`src/rtl/router_pkg.sv`:
```
// Shared types and helpers for the router input arbiter.
package router_pkg;

  localparam logic [1:0] ST_IDLE_ENC    = 2'd0;
  localparam logic [1:0] ST_WAIT_PV_ENC = 2'd1;
  localparam logic [1:0] ST_XFER_ENC    = 2'd2;
  localparam logic [1:0] ST_DRAIN_ENC   = 2'd3;

  typedef enum logic [1:0] {
    ST_IDLE    = ST_IDLE_ENC,
    ST_WAIT_PV = ST_WAIT_PV_ENC,
    ST_XFER    = ST_XFER_ENC,
    ST_DRAIN   = ST_DRAIN_ENC
  } arb_state_t;

  localparam int ROUTER_DATA_W = 8;

  function automatic int ptr_w(input int n);
    return (n > 1) ? $clog2(n) : 1;
  endfunction

endpackage

```
`src/rtl/router_rr_pick.sv`:
```
// Rotating-priority picker: first requester at or above i_ptr (mod N_SRC).
// Purely combinational; no flow control of its own.
import router_pkg::*;

module router_rr_pick #(
  parameter int N_SRC = 3,
  parameter int PTR_W = ptr_w(N_SRC)
) (
  input  logic [N_SRC-1:0] i_req,
  input  logic [PTR_W-1:0] i_ptr,
  output logic [N_SRC-1:0] o_gnt,
  output logic [PTR_W-1:0] o_idx,
  output logic             o_any
);

  localparam logic [PTR_W:0] N_EXT = (PTR_W+1)'(N_SRC);

  logic [N_SRC-1:0] w_rot;
  logic [PTR_W-1:0] w_off;
  logic [PTR_W:0]   w_sum;

  // Bit k of w_rot is the request of source (i_ptr + k) mod N_SRC.
  assign w_rot = N_SRC'({i_req, i_req} >> i_ptr);

  always_comb begin
    w_off = '0;
    for (int k = N_SRC - 1; k >= 0; k--) begin
      if (w_rot[k]) w_off = PTR_W'(k);
    end
  end

  assign w_sum = {1'b0, i_ptr} + {1'b0, w_off};
  assign o_idx = (w_sum >= N_EXT) ? PTR_W'(w_sum - N_EXT) : w_sum[PTR_W-1:0];
  assign o_any = |i_req;

  always_comb begin
    o_gnt = '0;
    for (int j = 0; j < N_SRC; j++) begin
      o_gnt[j] = o_any && (o_idx == PTR_W'(j));
    end
  end

endmodule

```
`src/rtl/router_in_arb.sv`:
```
// Packet-level round-robin arbiter in front of the router input; grant registered, data mux zero-latency.
// Router busy is forwarded combinationally as stall to the granted source only.
import router_pkg::*;

module router_in_arb #(
  parameter int N_SRC   = 3,
  parameter int DATA_W  = ROUTER_DATA_W,
  parameter int HDR_TMO = 16
) (
  input  logic                    clk,
  input  logic                    resetn,
  input  logic [N_SRC-1:0]        src_req,
  input  logic [N_SRC-1:0]        src_pkt_valid,
  input  logic [N_SRC*DATA_W-1:0] src_data,
  output logic [N_SRC-1:0]        src_gnt,
  output logic [N_SRC-1:0]        src_stall,
  input  logic                    busy,
  output logic                    pkt_valid,
  output logic [DATA_W-1:0]       data_out,
  output logic                    tmo_err
);

  localparam int PTR_W = ptr_w(N_SRC);
  localparam int TMO_W = $clog2(HDR_TMO);

  arb_state_t       r_state;
  logic [N_SRC-1:0] r_gnt;
  logic [PTR_W-1:0] r_gidx;
  logic [PTR_W-1:0] r_rr_ptr;
  logic [TMO_W-1:0] r_tmo_cnt;
  logic             r_tmo_err;

  arb_state_t       w_state_nxt;
  logic [N_SRC-1:0] w_gnt_nxt;
  logic [PTR_W-1:0] w_gidx_nxt;
  logic [PTR_W-1:0] w_rr_ptr_nxt;
  logic [TMO_W-1:0] w_tmo_cnt_nxt;
  logic             w_tmo_err_nxt;

  logic [N_SRC-1:0]  w_pick_gnt;
  logic [PTR_W-1:0]  w_pick_idx;
  logic              w_pick_any;
  logic              w_active;
  logic              w_pv;
  logic              w_req_g;
  logic [DATA_W-1:0] w_data;
  logic [PTR_W-1:0]  w_gidx_inc;

  router_rr_pick #(
    .N_SRC (N_SRC),
    .PTR_W (PTR_W)
  ) u_pick (
    .i_req (src_req),
    .i_ptr (r_rr_ptr),
    .o_gnt (w_pick_gnt),
    .o_idx (w_pick_idx),
    .o_any (w_pick_any)
  );

  // One-hot select: r_gnt is all-zero outside a granted packet.
  always_comb begin
    w_pv   = 1'b0;
    w_data = '0;
    for (int i = 0; i < N_SRC; i++) begin
      if (r_gnt[i]) begin
        w_pv   = src_pkt_valid[i];
        w_data = src_data[i*DATA_W +: DATA_W];
      end
    end
  end

  assign w_active   = (r_state != ST_IDLE);
  assign w_req_g    = |(src_req & r_gnt);
  assign w_gidx_inc = (r_gidx == PTR_W'(N_SRC - 1)) ? '0 : r_gidx + 1'b1;

  always_ff @(posedge clk or negedge resetn) begin
    if (!resetn) begin
      r_state   <= ST_IDLE;
      r_gnt     <= '0;
      r_gidx    <= '0;
      r_rr_ptr  <= '0;
      r_tmo_cnt <= '0;
      r_tmo_err <= 1'b0;
    end else begin
      r_state   <= w_state_nxt;
      r_gnt     <= w_gnt_nxt;
      r_gidx    <= w_gidx_nxt;
      r_rr_ptr  <= w_rr_ptr_nxt;
      r_tmo_cnt <= w_tmo_cnt_nxt;
      r_tmo_err <= w_tmo_err_nxt;
    end
  end

  always_comb begin
    w_state_nxt   = r_state;
    w_gnt_nxt     = r_gnt;
    w_gidx_nxt    = r_gidx;
    w_rr_ptr_nxt  = r_rr_ptr;
    w_tmo_cnt_nxt = r_tmo_cnt;
    w_tmo_err_nxt = 1'b0;
    case (r_state)
      ST_IDLE: begin
        // busy rising together with a request blocks the grant this cycle.
        if (w_pick_any && !busy) begin
          w_state_nxt   = ST_WAIT_PV;
          w_gnt_nxt     = w_pick_gnt;
          w_gidx_nxt    = w_pick_idx;
          w_tmo_cnt_nxt = '0;
        end
      end
      ST_WAIT_PV: begin
        // A header arriving on the timeout cycle still wins over the timeout.
        if (w_pv) begin
          w_state_nxt   = ST_XFER;
          w_tmo_cnt_nxt = '0;
        end else if (!w_req_g) begin
          w_state_nxt   = ST_IDLE;
          w_gnt_nxt     = '0;
          w_tmo_cnt_nxt = '0;
        end else if (r_tmo_cnt == TMO_W'(HDR_TMO - 1)) begin
          w_state_nxt   = ST_IDLE;
          w_gnt_nxt     = '0;
          w_tmo_cnt_nxt = '0;
          w_tmo_err_nxt = 1'b1;
          w_rr_ptr_nxt  = w_gidx_inc;
        end else begin
          w_tmo_cnt_nxt = r_tmo_cnt + 1'b1;
        end
      end
      ST_XFER: begin
        if (!w_pv) w_state_nxt = ST_DRAIN;
      end
      ST_DRAIN: begin
        if (!busy) begin
          w_state_nxt  = ST_IDLE;
          w_gnt_nxt    = '0;
          w_rr_ptr_nxt = w_gidx_inc;
        end
      end
      default: begin
        w_state_nxt = ST_IDLE;
        w_gnt_nxt   = '0;
      end
    endcase
  end

  assign src_gnt   = r_gnt;
  assign src_stall = r_gnt & {N_SRC{busy}};
  assign pkt_valid = w_active & w_pv;
  assign data_out  = w_active ? w_data : '0;
  assign tmo_err   = r_tmo_err;

endmodule

```
`config.mk`:
```
export PLATFORM = sky130hd
export DESIGN_NAME = router_in_arb
export DESIGN_NICKNAME = d
export VERILOG_FILES = /design/src/rtl/router_pkg.sv /design/src/rtl/router_rr_pick.sv /design/src/rtl/router_in_arb.sv
export SDC_FILE = /design/constraint.sdc
export NUM_CORES = 1
export LEC_CHECK = 0
export CAP_MARGIN = 15
export CORE_ASPECT_RATIO = 0.7
export CORE_MARGIN = 1.5
export CORE_UTILIZATION = 46
export CTS_CLUSTER_DIAMETER = 50
export DETAILED_ROUTE_END_ITERATION = 10
export GPL_ROUTABILITY_DRIVEN = 0
export GPL_TIMING_DRIVEN = 0
export PLACE_DENSITY = 0.94
export SLEW_MARGIN = 40
export SYNTH_ARGS = -nofsm -noshare
export SYNTH_HDL_FRONTEND = slang
export SYNTH_SLANG_ARGS = --single-unit
```
`constraint.sdc`:
```
create_clock -name clk -period 7.7 [get_ports clk]
set_clock_uncertainty 0.2 [all_clocks]
set_input_delay 1.54 -clock clk [delete_from_list [all_inputs] [get_ports clk]]
set_output_delay 1.54 -clock clk [all_outputs]
set_load 0.005 [all_outputs]
```
# Word level (Yosys, flattened, before mapping)

Index checks and enable logic that the tools add are counted.

Eq/ne operators: 15
Shift-type cells: 1
Reduce and logical (&&, ||, !) cells: 18
Bitwise operators: 3
Add/subtract/negate cells: 4
$lt $le $gt $ge: 1
Multiplexer cells: 39

Operators by type and width:

| cell                  | number |
|---|---|
| $mux W8               | 4 |
| $mux W2               | 15 |
| $mux W4               | 4 |
| $mux W3               | 5 |
| $ne A2 B2 Y1 const B  | 6 |
| $reduce_and A5 Y1     | 2 |
| $pmux W3 S3           | 1 |
| $eq A2 B2 Y1 const B  | 4 |
| $pmux W2 S4           | 1 |
| $pmux W4 S2           | 1 |
| $mux W1               | 7 |
| $and A3 B3 Y3         | 2 |
| $reduce_bool A2 Y1    | 3 |
| $reduce_or A3 Y1      | 2 |
| $shr A6 B2 Y3         | 1 |
| $add A4 B1 Y4 const B | 1 |
| $eq A2 B1 Y1 const B  | 2 |
| $eq A4 B4 Y1 const B  | 1 |
| $logic_and A1 B1 Y1   | 4 |
| $logic_not A2 Y1      | 2 |
| $ne A4 B4 Y1 const B  | 1 |
| $pmux W2 S2           | 1 |
| $reduce_and A2 Y1     | 2 |
| $reduce_and A4 Y1     | 1 |
| other kinds (8)       | 8 |

Logic and storage cells: 87
Bits of input ports: 33
Flip-flop bits (word level): 14
Output and inout port bits: 16

# Depth between registers and ports, before layout

Gate-level depths: netlist of run 1.

Word-level depth: 11
Mapped depth: 15

# Hierarchy

Synthesis of run 1 repeated with hierarchy kept, for this count alone.

Cells, all modules: 149
Area, all modules: 1,263.7 um2

By module, submodules not included:

| module         | area each (um2) | times used | sequential area each (um2) | cells an instance |
|---|---|---|---|---|
| router_in_arb  | 1,028.5         | 1          | 350.3                      | 121 |
| router_rr_pick | 235.2           | 1          | 0.0                        | 28 |

# Worst setup path before layout of run 1

No wires, ideal clock.

Path kind: input-to-reg
Start: input src_req[0]
End: register r_gnt[1], in the netlist src_gnt[1]
Stages on the path: 14
Arrival time: 3,629 ps
Library setup time: 121 ps
Slack: 3,750 ps
Required time: 7,379 ps
Cell sequence: nor3_1 nor2b_1 nor2_1 a21o_1 ha_1 inv_1 fa_1 inv_1 ha_1 nor2b_1 nor2b_1 o21ai_0 nor2b_1 a22o_1

Longest elaborated chain between the ends: 11
Elaborated cells between the ends (all ways): 21
Those cells by class: add/sub (2); order compare (1); eq/ne (3); shift (1); mux (8); bitwise (1); reduce/logical (5)

Ends and longest elaborated chain:

| what                                                 | line                 | RTL |
|---|---|---|
| start, declared                                      | router_in_arb.sv:12  | `input logic [N_SRC-1:0] src_req,` |
| $shr A6 B2 Y3                                        | router_rr_pick.sv:23 | `assign w_rot = N_SRC'({i_req, i_req} >> i_ptr);` |
| $mux W2 (3 in a row)                                 | router_rr_pick.sv:28 | `if (w_rot[k]) w_off = PTR_W'(k);` |
| $add A2 B2 Y3                                        | router_rr_pick.sv:32 | `assign w_sum = {1'b0, i_ptr} + {1'b0, w_off};` |
| $ge A3 B2 Y1 / $sub A2 B2 Y2 (equally long branches) | router_rr_pick.sv:33 | `assign o_idx = (w_sum >= N_EXT) ? PTR_W'(w_sum - N_EXT) : w_sum[PTR_W-1:0];` |
| $mux W2                                              | router_rr_pick.sv:33 |  |
| $eq A2 B1 Y1                                         | router_rr_pick.sv:39 | `o_gnt[j] = o_any && (o_idx == PTR_W'(j));` |
| $logic_and A1 B1 Y1                                  | router_rr_pick.sv:39 |  |
| $mux W3                                              | router_in_arb.sv:104 | `if (w_pick_any && !busy) begin` |
| $pmux W3 S3                                          | router_in_arb.sv:101 | `case (r_state)` |
| end signal, assigned                                 | router_in_arb.sv:86  | `r_gnt <= w_gnt_nxt;` |
| end, declared                                        | router_in_arb.sv:27  | `logic [N_SRC-1:0] r_gnt;` |

Parallel ways exist; a longest one is shown, timed or not. The select of a mux whose other input is x is not followed.
A chain may end at the register's enable or synchronous reset.

# Worst setup path after layout of run 1

Start: input src_pkt_valid[0]
End: output pkt_valid

Longest elaborated chain between the ends: 4

Ends and longest elaborated chain:

| what                 | line                 | RTL |
|---|---|---|
| start, declared      | router_in_arb.sv:13  | `input logic [N_SRC-1:0] src_pkt_valid,` |
| $mux W1 (3 in a row) | router_in_arb.sv:65  | `if (r_gnt[i]) begin` |
| $and A1 B1 Y1        | router_in_arb.sv:149 | `assign pkt_valid = w_active & w_pv;` |
| end, declared        | router_in_arb.sv:18  | `output logic pkt_valid,` |

Every way passes these cells.

==> impl_summary.log, run 1 <==
INFO  metric status = completed
INFO  metric antenna_left = 0
INFO  metric clk_pin_slew = 50 ps
INFO  metric port_buffers = between 40 and 50
INFO  metric synthFlopType = dfrtp_1
INFO  metric final_cell_mix = clkdlybuf4s50_1, nor2_1, dfrtp_1, nor2b_1, nand2_1
INFO  metric setup.worst_path.end_class = output pin
INFO  metric gr-usage-all-layers = about a quarter
INFO  metric finalNetCount = around 250
INFO  metric ir_drop = ~0.19 mV
INFO  metric synthArstFlopShare = between 90% and 100%
INFO  metric mostFrequentLayoutCell = clkdlybuf4s50_1
INFO  metric first_global_vias = ~1.2k
INFO  metric ios = between 40 and 50
INFO  metric die_area = 2972 um^2
INFO  metric worst_slew_margin_rel = roughly 58%
INFO  metric timing.critical_path.required = a little under 6000 ps
INFO  metric drt-initial-drc-count = approximately 110
INFO  metric cts_repair_resize_count = 0
INFO  metric crit_share_post_route = about three fifths
INFO  metric min-delay-path-class = register to register
INFO  metric floorplan.die.height = about 46 um
INFO  metric wl_met2 = around 1900 um
INFO  metric remaining_drc_errors = 0
INFO  metric vias = approximately 1.3k
INFO  metric timing.hold.worst.start = r_gidx[1]$_DFFE_PN0P_
INFO  metric detail_route.first_pass.iterations = 4
INFO  metric rsz0062_at_grt = no
INFO  metric vias_per_cell = around 5.6
INFO  metric drive_gt1_share = between 4 and 5%
INFO  metric clk_latency = ~240 ps
INFO  metric rows = 15
INFO  metric fmax = 211.7 MHz
INFO  metric data_arrival_critical_path = slightly below 3000 ps
INFO  metric post_synth_instance_area = approximately 1200 um^2
INFO  metric cts_hold_buf = 0
INFO  metric route.detailed.wl_per_inst = approximately 15 um
INFO  metric power = about 550 uW
INFO  metric tritoncts = built
INFO  metric timing.final.setup_violations = 0
INFO  metric final_period_minus_worst_setup_slack = 4724 ps
INFO  metric timing.reg2reg.worst_path_depth = 15
INFO  metric synth_enable_flop_cells = 0
INFO  metric maxCapViolCount = 0
INFO  metric initial_utilization = around 49%
INFO  metric grt_start_max_net_pins = 15
INFO  metric regToRegStartpoint = r_rr_ptr[0]$_DFFE_PN0P_
INFO  metric timing.reg2reg.setup_slack = 4420 ps
INFO  metric design.core.area = 2496 um^2
INFO  metric drt-met1-wl = between 1500 and 2000 um
INFO  metric startpoint_type = primary input
INFO  metric routed-wl-met3 = around 160 um
INFO  metric antenna-diode-count = 0
INFO  metric detailedPlacementHpwl = between 2000 and 3000 um
INFO  metric holdPathStages = 2
INFO  metric post-cts-setup-buffer-count = 0
INFO  metric tns = 0 ps
INFO  metric ys_warn_count = 0
INFO  metric synth_cell_types = 36
INFO  metric postSynthAreaPerCell = between 7 and 8 um^2
INFO  metric synth_nets = 196
INFO  metric htree_levels = 1
INFO  metric layout.core_utilization = 71.43%
INFO  metric powerDensity = 307.1 nW/um^2
INFO  metric grt_first_pass_wirelength = 5575 um
INFO  metric numClockSinks = 14
INFO  metric final-max-slew-violation-count = 0
INFO  metric initial_antenna_violation_count = 0
INFO  metric synth.yosys.seq_area_share = between 20 and 30%
INFO  metric crit_type = primary input to output pin
INFO  metric reg2reg_to = src_gnt[1]$_DFFE_PN0P_
INFO  metric worst_setup_path_startpoint = src_pkt_valid[0]
INFO  metric numCtsBuffers = 3
INFO  metric die_width = 64.52 um
INFO  metric crit_fanout = 4
INFO  metric whs_endpoint = r_gidx[1]$_DFFE_PN0P_
INFO  metric syn-instance-count = about 160
INFO  metric postSynthRegisterBits = 14
INFO  metric report.final.hold_viol_count = 0
INFO  metric global_route.overflow_total = 0
INFO  metric wl = 3677 um
INFO  metric leakage = approximately 0.00078 uW
INFO  metric highest-signal-layer = met4
INFO  metric area_delta_synth_final = 46.30%
INFO  metric cts_root_buffer = clkbuf_8
INFO  metric buffer_depth_of_the_longest_clock_path = 2
INFO  metric worst_slew_pin_slew = 630.8 ps
INFO  metric fill_cells = between 150 and 200
## synthesized netlist by cell type (4+ instances only)
cell	n	share of area [%]
inv_1	6	1.8
o21ai_0	5	2.1
nor2b_1	11	5.6
nand3_1	6	2.5
dfrtp_1	14	29
nor2_1	31	9.5
a22oi_1	8	4.9
clkbuf_1	6	1.8
a22o_1	4	2.9
ha_1	7	7.2
nand2_1	11	3.4
a21oi_1	10	4.1
a21o_1	4	2.5
## through the flow
stage	instance area, um^2	hold WS (ps)	instances	setup WS, ps
floorplan	1219	262.8	155	3750
global placement	1742	282.2	237	3040
detailed placement	1742	297.8	237	2921
CTS	1783	309.6	240	2992
global route	1783	327.8	240	2938
finish	1783	309.2	240	2976
## worst max-delay path, stage by stage
cell and delay (ps):
clkdlybuf4s50_1 450, nand3b_1 140, a21o_1 240, nor2_1 100, clkdlybuf4s50_1 510
## how the worst max path moves through the flow
stage,to,depth (start not counted)
4_1_cts,pkt_valid,5
3_5_place_dp,src_gnt[1]$_DFFE_PN0P_,15
5_1_grt,data_out[5],6
6_report,pkt_valid,5
2_1_floorplan,src_gnt[1]$_DFFE_PN0P_,14
3_3_place_gp,pkt_valid,5
## sequential cells by signal, indices dropped and copies added (netlist names), named ones only
register and count:
r_rr_ptr 2, tmo_err 1, r_gidx 2, src_gnt 3, r_tmo_cnt 4, r_state 1
## area by class of cell
cell class              count  area (um^2)  area share, %
repair buffers             48        480.5          26.95
inverters                   6        22.52          1.263
flip-flops and latches     14        350.3          19.65
well taps                  34        42.54          2.386
plain buffers               7        33.78          1.895
multi-input cells         128        812.0          45.54
clock buffers               3        41.29          2.316
## per-layer routing
layer  up-vias  global-route usage (%)
met5         -                       0
met2        32                   44.38
met4         0                   5.532
li1        651                       -
met3         2                   5.134
met1       658                   34.00
## report_power, final
part           internal (uW)  switching (uW)
Combinational            169             201
Clock                   34.5            23.0
Sequential              96.2            23.4
## cell families (layout without fill, tap and decap cells)
| group | after synthesis | after routing | synth area share (%) |
|---|---|---|---|
| AND/OR/NAND/NOR | 71 | 71 | 27.62 |
| adder cells (fa/ha/maj) | 8 | 8 | 8.829 |
| AO/OA/AOI/OAI | 43 | 43 | 24.95 |
| flip-flops | 14 | 14 | 28.75 |
| buffers and inverters | 13 | 64 | 4.620 |
| multiplexers | 6 | 6 | 5.236 |
Power figures use the tool's default switching activity.
==> run 2, diff against run 1 <==
--- a/config.mk
+++ b/config.mk
@@ -8,12 +8,12 @@
 export CAP_MARGIN = 15
 export CORE_ASPECT_RATIO = 0.7
 export CORE_MARGIN = 1.5
-export CORE_UTILIZATION = 46
+export CORE_UTILIZATION = 39
 export CTS_CLUSTER_DIAMETER = 50
 export DETAILED_ROUTE_END_ITERATION = 10
 export GPL_ROUTABILITY_DRIVEN = 0
 export GPL_TIMING_DRIVEN = 0
-export PLACE_DENSITY = 0.94
+export PLACE_DENSITY = 0.86
 export SLEW_MARGIN = 40
 export SYNTH_ARGS = -nofsm -noshare
 export SYNTH_HDL_FRONTEND = slang
==> constraint.sdc (replaced) <==
create_clock -name clk -period 4.2 [get_ports clk]
set_clock_uncertainty 0.2 [all_clocks]
set_input_delay 0.84 -clock clk [delete_from_list [all_inputs] [get_ports clk]]
set_output_delay 0.84 -clock clk [all_outputs]
set_load 0.005 [all_outputs]
==> run 2 against run 1 <==
Cell area increased by 0.91%; flip-flop and latch count unchanged; clock-buffer cell count increased by 1; hold slack improved by 2.2 ps; critical path depth increased by 10; power increased by 85%; clock power increased by 130%; core utilization decreased by 9.0 points; critical endpoint is now src_gnt[1]$_DFFE_PN0P_.
==> impl_summary.log, run 2 (same netlist as run 1, synthesis figures left out) <==
INFO  metric status = completed
INFO  metric numClockSinks = 14 (unchanged)
INFO  metric powerDensity = 562.0 nW/um^2 (+83%)
INFO  metric startpoint_type = primary input
INFO  metric largest_register_ff_count = 4 (unchanged)
INFO  metric grt_use_met2 = 28.25% (-16 points)
INFO  metric die_width = 69.82 um (+8.2%)
INFO  metric data_arrival_critical_path = 3680 ps (+700 ps)
INFO  metric holdPathStages = 2 (unchanged)
INFO  metric detail_route.first_pass.iterations = 7 (+3)
INFO  metric leakage = 0.0007837 uW (+0.93%)
INFO  metric cts_hold_buf = 0 (unchanged)
INFO  metric die_area = 3475 um^2 (+17%)
INFO  metric tns = 0 ps (unchanged)
INFO  metric rows = 16 (+1)
INFO  metric timing.critical_path.required = 4140 ps (-1820 ps)
INFO  metric most_congested_layer_reported_by_global_routing = met2
INFO  metric crit_fanout = 5 (+1)
INFO  metric min-delay-path-class = register to register
INFO  metric finalNetCount = 249 (unchanged)
INFO  metric worst_slew_pin_slew = 606.7 ps (-24.06 ps)
INFO  metric final-max-slew-violation-count = 0 (unchanged)
INFO  metric htree_levels = 1 (unchanged)
INFO  metric top_register = r_tmo_cnt
INFO  metric vias_per_cell = 5.198 (-7.1%)
INFO  metric fmax = ~270 MHz
INFO  metric slowest_stage = fa_1
INFO  metric grt_first_pass_wirelength = 5313 um (-4.7%)
INFO  metric report.final.hold_viol_count = 0 (unchanged)
INFO  metric clk_pin_slew = 60 ps (about the same)
INFO  metric worst_setup_path_startpoint = src_req[0]
INFO  metric final_cell_mix = clkdlybuf4s50_1, nor2_1, dfrtp_1, nor2b_1, nand2_1
INFO  metric floorplan.die.height = 49.77 um (+8.0%)
INFO  metric final_period_minus_worst_setup_slack = roughly 3700 ps
INFO  metric cts_repair_resize_count = 0 (unchanged)
INFO  metric first_global_vias = 1141 (-4.6%)
INFO  metric clk_latency = 250 ps (about the same)
INFO  metric antenna_left = 0 (unchanged)
INFO  metric timing.final.setup_violations = 0 (unchanged)
INFO  metric timing.hold.worst.start = r_gidx[1]$_DFFE_PN0P_
INFO  metric drt-initial-drc-count = 40 (-63%)
INFO  metric ir_drop = 0.3155 mV (+69%)
INFO  metric grtUsageMet1 = 27.37% (-6.6 points)
INFO  metric worst_slew_margin_rel = 59.43% (+1.6 points)
INFO  metric drive_gt1_share = 5.314% (+0.46 points)
INFO  metric global_route.overflow_total = 0 (unchanged)
INFO  metric numCtsBuffers = 3 (unchanged)
INFO  metric rsz0062_at_grt = no
INFO  metric vias = 1263 (-6.0%)
INFO  metric grt_start_max_net_pins = 15 (unchanged)
INFO  metric tritoncts = built
INFO  metric ios = 49 (unchanged)
INFO  metric critical_path_s_most_frequent_cell = nor2b_1
INFO  metric gr-usage-all-layers = 19.07% (-6.5 points)
INFO  metric design.core.area = 2883 um^2 (+15%)
INFO  metric port_buffers = 48 (unchanged)
INFO  metric cp_cell_sequence = clkdlybuf4s50_1, nor3_1, nor2b_1, nor2_1, a21o_1, ha_1, inv_1, fa_1, inv_1, ha_1, nor2b_1, nor2b_1, o21ai_0, nor2b_1, a22o_1
INFO  metric setup.worst_path.end_class = register
INFO  metric wl = 3188 um (-13%)
INFO  metric area_delta_synth_final = 47.64%
INFO  metric antenna-diode-count = 0 (unchanged)
INFO  metric cp_slowest_stage_delay = 530 ps (+20 ps)
INFO  metric buffer_depth_of_the_longest_clock_path = 2 (unchanged)
INFO  metric maxCapViolCount = 0 (unchanged)
INFO  metric timing.reg2reg.setup_slack = 1000 ps (-3420 ps)
INFO  metric initial_antenna_violation_count = 0 (unchanged)
INFO  metric power = 1011 uW (+85%)
INFO  metric initial_utilization = 42.27% (-6.5 points)
INFO  metric timing.reg2reg.worst_path_depth = 15 (unchanged)
INFO  metric cts_root_buffer = clkbuf_8
INFO  metric crit_share_post_route = 89.00%
INFO  metric mostFrequentLayoutCell = clkdlybuf4s50_1
INFO  metric reg2reg_to = src_gnt[1]$_DFFE_PN0P_
INFO  metric post-cts-setup-buffer-count = 0 (unchanged)
INFO  metric crit_type = primary input to register
INFO  metric detailedPlacementHpwl = 2471 um (-16%)
INFO  metric route.detailed.wl_per_inst = 13.12 um (-14%)
INFO  metric remaining_drc_errors = 0 (unchanged)
INFO  metric regToRegStartpoint = r_rr_ptr[0]$_DFFE_PN0P_
INFO  metric met3_usage = 5.726% (+0.59 points)
INFO  metric whs_endpoint = r_gidx[1]$_DFFE_PN0P_
run 2: changes by cell type in the layout (fill, tap and decap cells not counted):
cell and change:
clkbuf_8 +1
run 2: worst max-delay path by stage:
stage          depth (start not counted)                      to  slack, ps
2_1_floorplan                         14  src_gnt[1]$_DFFE_PN0P_        950
3_3_place_gp                          15  src_gnt[1]$_DFFE_PN0P_        280
3_5_place_dp                          15  src_gnt[1]$_DFFE_PN0P_        240
4_1_cts                               15  src_gnt[1]$_DFFE_PN0P_        470
5_1_grt                               15  src_gnt[1]$_DFFE_PN0P_        260
6_report                              15  src_gnt[1]$_DFFE_PN0P_        460
run 2: stage by stage:
stage                     hold WS (ps)  area (um^2)  util (%)  worst slack [ps]  instances
after CTS                        315.4         1799     62.41             467.7        243
final                            311.4         1799     62.41             462.0        243
after floorplan                  262.8         1219         -             949.6        155
after global placement           287.9         1744     60.50             280.2        239
after global routing             355.2         1799     62.41             261.1        243
after detailed placement         298.6         1744     60.50             239.0        239
run 2: worst max-delay path, delay by kind of cell:
family                     cells  cell delay (ps)
AOI/OAI and AO/OA              3              440
adders and majority gates      3              840
buffers and inverters          3              580
and+or+nand+nor                6             1000
run 2: power by group:
part / leakage, uW / switching, uW / internal [uW]
registers: 0.000185 / 41.0 / 176
logic: 0.000570 / 350 / 310
clock network: 0.0000288 / 50.0 / 83.2
total: 0.000784 / 442 / 570
run 2: final cells by class:
cell class | count | area [um^2]
fill | 271 | 1084
multi-input combinational | 128 | 812.0
timing repair buffer | 48 | 480.5
sequential | 14 | 350.3
clock buffer | 4 | 55.05
tap | 36 | 45.04
buffer | 7 | 33.78
inverter | 6 | 22.52
run 2: layer usage:
| layer | part of all wire (%) | up-vias |
|---|---|---|
| met5 | 0 | - |
| met4 | 0.94 | 0 |
| met3 | 5.1 | 4 |
| met2 | 44 | 27 |
| met1 | 50 | 578 |
| li1 | - | 654 |
